--- src/rtl/vga_pkg.sv ---
// Shared definitions for the VGA timing decoder.
//   vga_lock_state_e : lock FSM states (SEARCH -> MEASURE -> LOCKED)
//   vga_total()      : full period of one axis (visible + front porch + pulse + back porch)
package vga_pkg;

    typedef enum logic [1:0] {
        SEARCH  = 2'd0,
        MEASURE = 2'd1,
        LOCKED  = 2'd2
    } vga_lock_state_e;

    function automatic int vga_total(input int vis, input int fp, input int pulse, input int bp);
        return vis + fp + pulse + bp;
    endfunction

endpackage

--- src/rtl/vga_axis_tracker.sv ---
// One timing axis of the VGA decoder (used once for lines, once for frames).
// The phase counter restarts on a rising edge of the active-high sync level and
// otherwise counts up, saturating at the expected period.
//   CLK, RST_N   : clock, asynchronous active-low reset
//   advance      : step strobe (every pixel for horizontal, every hs_rise for vertical)
//   sync_act     : sync level, already converted to active-high
//   total, pulse : expected period and sync pulse width
//   rise_chk_en  : enables the period check on the sync rising edge
//   phase        : current phase (0 in the cycle the sync rises)
//   start        : sync rising edge seen on an advance strobe
//   err          : any timing violation on this axis in this cycle
module vga_axis_tracker
    import vga_pkg::*;
#(
    parameter int PH_W = 10
) (
    input  logic            CLK,
    input  logic            RST_N,
    input  logic            advance,
    input  logic            sync_act,
    input  logic [PH_W-1:0] total,
    input  logic [PH_W-1:0] pulse,
    input  logic            rise_chk_en,
    output logic [PH_W-1:0] phase,
    output logic            start,
    output logic            err
);

    logic [PH_W-1:0] phase_p1;
    logic            act_p1;
    logic            fall;

    always_comb begin
        start = advance & sync_act & ~act_p1;
        fall  = advance & ~sync_act & act_p1;
        phase = phase_p1;
        if (advance) begin
            if (start) begin
                phase = '0;
            end else if (phase_p1 != total) begin
                phase = phase_p1 + 1'b1;
            end
        end
        // The registered phase still holds the last count of the previous period
        // when the new sync edge arrives; timeout fires only on reaching the limit.
        err = (start & rise_chk_en & (phase_p1 != total - 1'b1))
            | (fall & (phase != pulse))
            | ((phase == total) & (phase_p1 != total));
    end

    // stage p0 -> p1: phase and previous sync level
    always_ff @(posedge CLK or negedge RST_N) begin
        if (!RST_N) begin
            phase_p1 <= '0;
            act_p1   <= 1'b0;
        end else begin
            phase_p1 <= phase;
            if (advance) begin
                act_p1 <= sync_act;
            end
        end
    end

endmodule

--- src/rtl/vga_timing_decoder.sv ---
// Receiving end of the VGA interface: recovers pixel coordinates and colour from
// raw h_sync/v_sync/RGB, tracks lock to the nominal timing and flags violations.
//   CLK, RST_N             : pixel clock, asynchronous active-low reset
//   vga_h_sync, vga_v_sync : raw-polarity sync inputs
//   vga_R/G/B              : 4-bit colour inputs
//   pix_valid, pix_x/y     : visible pixel strobe and coordinates (only while locked)
//   pix_r/g/b              : registered colour, 0 outside valid pixels
//   frame_start            : pulse on every vsync start
//   locked                 : timing matches the parameters
//   timing_err             : pulse when a violation drops the lock
module vga_timing_decoder
    import vga_pkg::*;
#(
    parameter int WIDTH              = 640,
    parameter int HSYNC_FPORCH       = 16,
    parameter int HSYNC_PULSE        = 96,
    parameter int HSYNC_BPORCH       = 48,
    parameter int HEIGHT             = 480,
    parameter int VSYNC_FPORCH       = 10,
    parameter int VSYNC_PULSE        = 2,
    parameter int VSYNC_BPORCH       = 33,
    parameter int HSYNC_POLARITY_NEG = 1,
    parameter int VSYNC_POLARITY_NEG = 1,
    parameter int H_CNT_WID          = $clog2(WIDTH),
    parameter int V_CNT_WID          = $clog2(HEIGHT),
    parameter int LOCK_FRAMES        = 2
) (
    input  logic                 CLK,
    input  logic                 RST_N,
    input  logic                 vga_h_sync,
    input  logic                 vga_v_sync,
    input  logic [3:0]           vga_R,
    input  logic [3:0]           vga_G,
    input  logic [3:0]           vga_B,
    output logic                 pix_valid,
    output logic [H_CNT_WID-1:0] pix_x,
    output logic [V_CNT_WID-1:0] pix_y,
    output logic [3:0]           pix_r,
    output logic [3:0]           pix_g,
    output logic [3:0]           pix_b,
    output logic                 frame_start,
    output logic                 locked,
    output logic                 timing_err
);

    localparam int H_TOTAL = vga_total(WIDTH, HSYNC_FPORCH, HSYNC_PULSE, HSYNC_BPORCH);
    localparam int V_TOTAL = vga_total(HEIGHT, VSYNC_FPORCH, VSYNC_PULSE, VSYNC_BPORCH);
    localparam int H_PH_W  = $clog2(H_TOTAL + 1);
    localparam int V_PH_W  = $clog2(V_TOTAL + 1);
    localparam int GOOD_W  = $clog2(LOCK_FRAMES + 1);

    localparam logic [H_PH_W-1:0] H_VIS_LO = H_PH_W'(HSYNC_PULSE + HSYNC_BPORCH);
    localparam logic [H_PH_W-1:0] H_VIS_HI = H_PH_W'(HSYNC_PULSE + HSYNC_BPORCH + WIDTH - 1);
    localparam logic [V_PH_W-1:0] V_VIS_LO = V_PH_W'(VSYNC_PULSE + VSYNC_BPORCH);
    localparam logic [V_PH_W-1:0] V_VIS_HI = V_PH_W'(VSYNC_PULSE + VSYNC_BPORCH + HEIGHT - 1);
    localparam logic HS_NEG = logic'(HSYNC_POLARITY_NEG != 0);
    localparam logic VS_NEG = logic'(VSYNC_POLARITY_NEG != 0);

    logic              hs_act, vs_act;
    logic [H_PH_W-1:0] h_phase;
    logic [V_PH_W-1:0] v_phase;
    logic              hs_rise, vs_start, h_err, v_err, err_any;

    vga_lock_state_e   state_q, state_d;
    logic [GOOD_W-1:0] good_q, good_d, good_inc;
    logic              first_line_q, first_line_d;
    logic              terr_d;

    logic                 vld_p0;
    logic [H_CNT_WID-1:0] x_p0;
    logic [V_CNT_WID-1:0] y_p0;

    assign hs_act = vga_h_sync ^ HS_NEG;
    assign vs_act = vga_v_sync ^ VS_NEG;

    // The first line after entering MEASURE may be a partial one, so its length is not judged.
    vga_axis_tracker #(.PH_W(H_PH_W)) u_h_axis (
        .CLK         (CLK),
        .RST_N       (RST_N),
        .advance     (1'b1),
        .sync_act    (hs_act),
        .total       (H_PH_W'(H_TOTAL)),
        .pulse       (H_PH_W'(HSYNC_PULSE)),
        .rise_chk_en (~first_line_q),
        .phase       (h_phase),
        .start       (hs_rise),
        .err         (h_err)
    );

    vga_axis_tracker #(.PH_W(V_PH_W)) u_v_axis (
        .CLK         (CLK),
        .RST_N       (RST_N),
        .advance     (hs_rise),
        .sync_act    (vs_act),
        .total       (V_PH_W'(V_TOTAL)),
        .pulse       (V_PH_W'(VSYNC_PULSE)),
        .rise_chk_en (1'b1),
        .phase       (v_phase),
        .start       (vs_start),
        .err         (v_err)
    );

    assign err_any  = h_err | v_err;
    assign good_inc = good_q + 1'b1;

    always_comb begin
        state_d      = state_q;
        good_d       = good_q;
        first_line_d = first_line_q;
        terr_d       = 1'b0;
        case (state_q)
            SEARCH: begin
                if (vs_start) begin
                    state_d      = MEASURE;
                    good_d       = '0;
                    first_line_d = 1'b1;
                end
            end
            MEASURE: begin
                if (hs_rise) begin
                    first_line_d = 1'b0;
                end
                if (err_any) begin
                    good_d = '0;
                end else if (vs_start) begin
                    good_d = good_inc;
                    if (good_inc == GOOD_W'(LOCK_FRAMES)) begin
                        state_d = LOCKED;
                    end
                end
            end
            LOCKED: begin
                if (err_any) begin
                    state_d = SEARCH;
                    terr_d  = 1'b1;
                end
            end
            default: state_d = SEARCH;
        endcase
    end

    assign vld_p0 = (state_q == LOCKED) & ~err_any
                  & (h_phase >= H_VIS_LO) & (h_phase <= H_VIS_HI)
                  & (v_phase >= V_VIS_LO) & (v_phase <= V_VIS_HI);
    assign x_p0   = H_CNT_WID'(h_phase - H_VIS_LO);
    assign y_p0   = V_CNT_WID'(v_phase - V_VIS_LO);

    // stage p0 -> p1: lock FSM and registered outputs
    always_ff @(posedge CLK or negedge RST_N) begin
        if (!RST_N) begin
            state_q      <= SEARCH;
            good_q       <= '0;
            first_line_q <= 1'b0;
            pix_valid    <= 1'b0;
            pix_x        <= '0;
            pix_y        <= '0;
            pix_r        <= '0;
            pix_g        <= '0;
            pix_b        <= '0;
            frame_start  <= 1'b0;
            locked       <= 1'b0;
            timing_err   <= 1'b0;
        end else begin
            state_q      <= state_d;
            good_q       <= good_d;
            first_line_q <= first_line_d;
            pix_valid    <= vld_p0;
            pix_x        <= vld_p0 ? x_p0 : '0;
            pix_y        <= vld_p0 ? y_p0 : '0;
            pix_r        <= vld_p0 ? vga_R : 4'h0;
            pix_g        <= vld_p0 ? vga_G : 4'h0;
            pix_b        <= vld_p0 ? vga_B : 4'h0;
            frame_start  <= vs_start;
            locked       <= (state_d == LOCKED);
            timing_err   <= terr_d;
        end
    end

endmodule

--- config.mk ---
export PLATFORM = sky130hd
export DESIGN_NAME = vga_timing_decoder
export DESIGN_NICKNAME = d
export VERILOG_FILES = /design/src/rtl/vga_pkg.sv /design/src/rtl/vga_axis_tracker.sv /design/src/rtl/vga_timing_decoder.sv
export SDC_FILE = /design/constraint.sdc
export NUM_CORES = 1
export LEC_CHECK = 0
export BUFFER_PORTS_ARGS = -buffer_cell sky130_fd_sc_hd__buf_4
export CORE_AREA = 10 10 129 131
export DETAILED_ROUTE_END_ITERATION = 12
export DIE_AREA = 0 0 139 141
export GPL_TIMING_DRIVEN = 1
export MAX_ROUTING_LAYER = met4
export SLEW_MARGIN = 5
export SYNTH_ARGS = -nofsm -noshare
export SYNTH_HDL_FRONTEND = slang
export SYNTH_HIERARCHICAL = 1
export SYNTH_SLANG_ARGS = --single-unit
--- constraint.sdc ---
create_clock -name CLK -period 5.64 [get_ports CLK]
set_clock_uncertainty 0.15 [all_clocks]
set_input_delay 1.128 -clock CLK [delete_from_list [all_inputs] [get_ports CLK]]
set_output_delay 1.128 -clock CLK [all_outputs]
set_load 0.01 [all_outputs]
==> reports/results.tsv <==
metric	value	unit
number of flops mapped to enable cells by yosys	0	
Most used DFF post-synth	dfrtp_1	
Max Freq	205.9	MHz
Pins Over Slew Limit	0	
mapped cell area	4826	sq um
asr flop ratio synth	100.0	%
placed wire-length estimate	9.409	mm
Max Cap Violations	0	
Vert. Die Dim	141	um
H-tree levels	3	
period utilisation layout	86.13	%
CP max FO	24	
Hold-fix buffers, CTS	0	
Clk pin slew, worst setup/hold paths	0.05	ns
layout overhead on the synthesized area	25.82	%
element type at the critical path end	flop	
GRT Total Usage	12.98	%
CTS Buffer Depth	2	
first-pass GRT wire length	20.53	mm
Routed wire per std cell	14.31	um
Avg Cell Area, Syn	9.371	sq um
Core ar.	14200	sq um
final-report hold violation count	0	
Worst Path Arrival	4.95	ns
RSZ-0062 raised after global routing	no	
cts repair resizes	0	
vias in the first global route	4088	
Non-Filler Instances	857	
proportion of synthesized chip area in sequential cells	32.15	%
largest net degree at the start of global routing	63	
via count	4127	
Min-Delay Path Class	reg -> reg	
I/O pin cnt	51	
die area	19600	sq um
CP Launch Type	primary input	
final layout net count	696	
die span in x	139	um
Layout Utilization	42.75	%
internal reg-to-reg setup slack	0.97	ns
clk_lat worst skew	0.33	ns
share of post-route cells with drive strength above 1	19.02	%
Ys Warns	6	
DRC Markers	0	
Synth cell types	79	
Worst Path Required	5.73	ns
Root Driver	clkbuf_16	
placed insts	843	
Slew @ Worst Pin	1.010	ns
routed vias/inst	4.816	
Leak	2.736	nW
CTS tree	built	
CTS Sinks	62	
I/O Buffers	50	
drt first-iter violations	299	
DR pass1 iterations	5	
Setup CP Type	in -> reg	
Starting Density	33.98	%
Rows	44	
initial antenna violation count	0	
post-route ant nets	0	
Final setup violation count	0	
final WL	12.27	mm
number of buffers created by CTS	9	
slew margin rel.	32.68	%
Tmin final	4.858	ns
worst ir drop on vdd	0.2179	mV
status	completed	
post-CTS setup buffer count	0	
#FFs+latches synth	62	
pwr/cell area	309.2	nW/um^2
number of diodes	0	
placer congestion estimate	0.9363	
Setup TNS	0	ns
grt ovf	0	
Mapped Cells	515	
==> through the flow <==
| step | area (sq um) | hold WS [ns] | power, mW | setup WS [ns] |
|---|---|---|---|---|
| floorplan | 5246 | 0.2947 | 1.142 | 1.296 |
| global placement | 5761 | 0.3195 | 1.275 | 0.6013 |
| detailed placement | 5761 | 0.3437 | 1.286 | 0.4474 |
| CTS | 6072 | 0.3542 | 1.889 | 0.7573 |
| global route | 6072 | 0.3994 | 2.000 | 0.3729 |
| finish | 6072 | 0.3523 | 1.877 | 0.7824 |
==> per-layer routing <==
metal | global-route usage [%] | part of all wire (%) | vias up
met3 | 3.661 | 5.5 | 11
met2 | 19.71 | 46 | 104
li1 | - | - | 2065
met4 | 3.350 | 1.1 | 0
met1 | 16.64 | 48 | 1947
met5 | - | 0 | -
==> flip-flops by register name (all words and copies together) (netlist names), 2 cells and up <==
name               count
good_q                 2
state_q                2
u_h_axis/phase_p1     10
pix_b                  4
pix_g                  4
u_v_axis/phase_p1     10
pix_x                 10
pix_y                  9
pix_r                  4
==> synth_stat cells, drive strengths merged, types with 5 or more instances <==
| master | number | area share, % |
|---|---|---|
| nand2b | 6 | 0.78 |
| buf | 17 | 2.5 |
| nand3 | 19 | 2.0 |
| xor2 | 28 | 5.4 |
| a21o | 5 | 0.78 |
| o21ai | 20 | 2.1 |
| nor2b | 6 | 0.78 |
| ha | 10 | 2.6 |
| nor3b | 20 | 4.7 |
| or4 | 7 | 1.1 |
| nor2 | 21 | 1.7 |
| dfrtp | 62 | 32 |
| a31oi | 8 | 1.0 |
| inv | 27 | 2.1 |
| or3 | 8 | 1.0 |
| a21oi | 19 | 2.0 |
| nand2 | 42 | 3.3 |
| nor4 | 16 | 2.8 |
| nor3 | 29 | 4.7 |
| a211oi | 6 | 1.2 |
| clkbuf | 7 | 0.54 |
| and3 | 15 | 2.2 |
| xnor2 | 48 | 10 |
| nand4 | 10 | 1.6 |
==> final timing paths <==
kind / start / depth (start not counted) / to
hold / removal: good_q[0]$_DFFE_PN0P_ / 1 / good_q[0]$_DFFE_PN0P_
min in group asynchronous: RST_N / 1 / u_h_axis/phase_p1[2]$_DFF_PN0_
setup reg to reg: u_v_axis/phase_p1[7]$_DFF_PN0_ / 12 / pix_b[2]$_DFF_PN0_
max in group asynchronous: RST_N / 1 / u_h_axis/act_p1$_DFFE_PN0P_
hold reg to reg: good_q[0]$_DFFE_PN0P_ / 1 / good_q[0]$_DFFE_PN0P_
setup / recovery: vga_h_sync / 16 / pix_b[2]$_DFF_PN0_
==> layout make-up <==
cell class | count | area [sq um]
Clock buffer | 10 | 239.0
Clock inverter | 4 | 72.57
Fill cell | 1409 | 8132
Inverter | 27 | 101.3
Multi-Input combinational cell | 514 | 3457
Sequential cell | 62 | 1551
Tap cell | 184 | 230.2
Timing Repair Buffer | 56 | 420.4
==> report_power, final <==
part	internal (mW)	total [mW]	switching, mW
clock	0.393	0.589	0.196
combinational	0.289	0.680	0.391
sequential	0.494	0.608	0.113
==> kinds of logic after synthesis <==
kind of cell	share of synthesized area, %
xor+xnor	15.50
other cells	0.1556
fa+ha+maj	2.593
mux	0.2074
compound gates	14.57
simple gates	29.63
buf+inv	5.185
flops	32.15
==> critical path: stages <==
cell and delay (ns):
buf_4 0.08, inv_1 0.06, nand3_1 0.11, inv_1 0.06, nand3b_1 0.26, nand2_1 0.09, o41ai_1 0.45, or2_2 0.30
xnor2_1 0.13, or4b_1 0.45, nor4_1 0.32, o41ai_1 0.15, nor3_1 0.38, o221ai_4 0.47, buf_4 0.33, nor3b_2 0.16
==> layout by cell type, fill, tap and decap left out, types with 4 or more instances in the layout <==
cell         n
nand4_1      9
ha_1        10
conb_1     114
xnor2_2      4
nand2b_1     6
a31oi_1      8
and3_1      13
nor3_1      13
inv_1       26
nor4_1      12
dfrtp_1     62
o21ai_1      4
xnor2_1     42
nor2_1      20
or4_1        7
a21o_1       5
a211o_1      4
clkbuf_16    9
nand3_1     19
a21oi_1     18
nor3b_1      5
nor2b_1      6
o21ai_0     16
nor3b_2     15
buf_4       56
nor3_2      16
xor2_1      26
nand2_1     42
or3_1        8
Power figures use the tool's default switching activity.
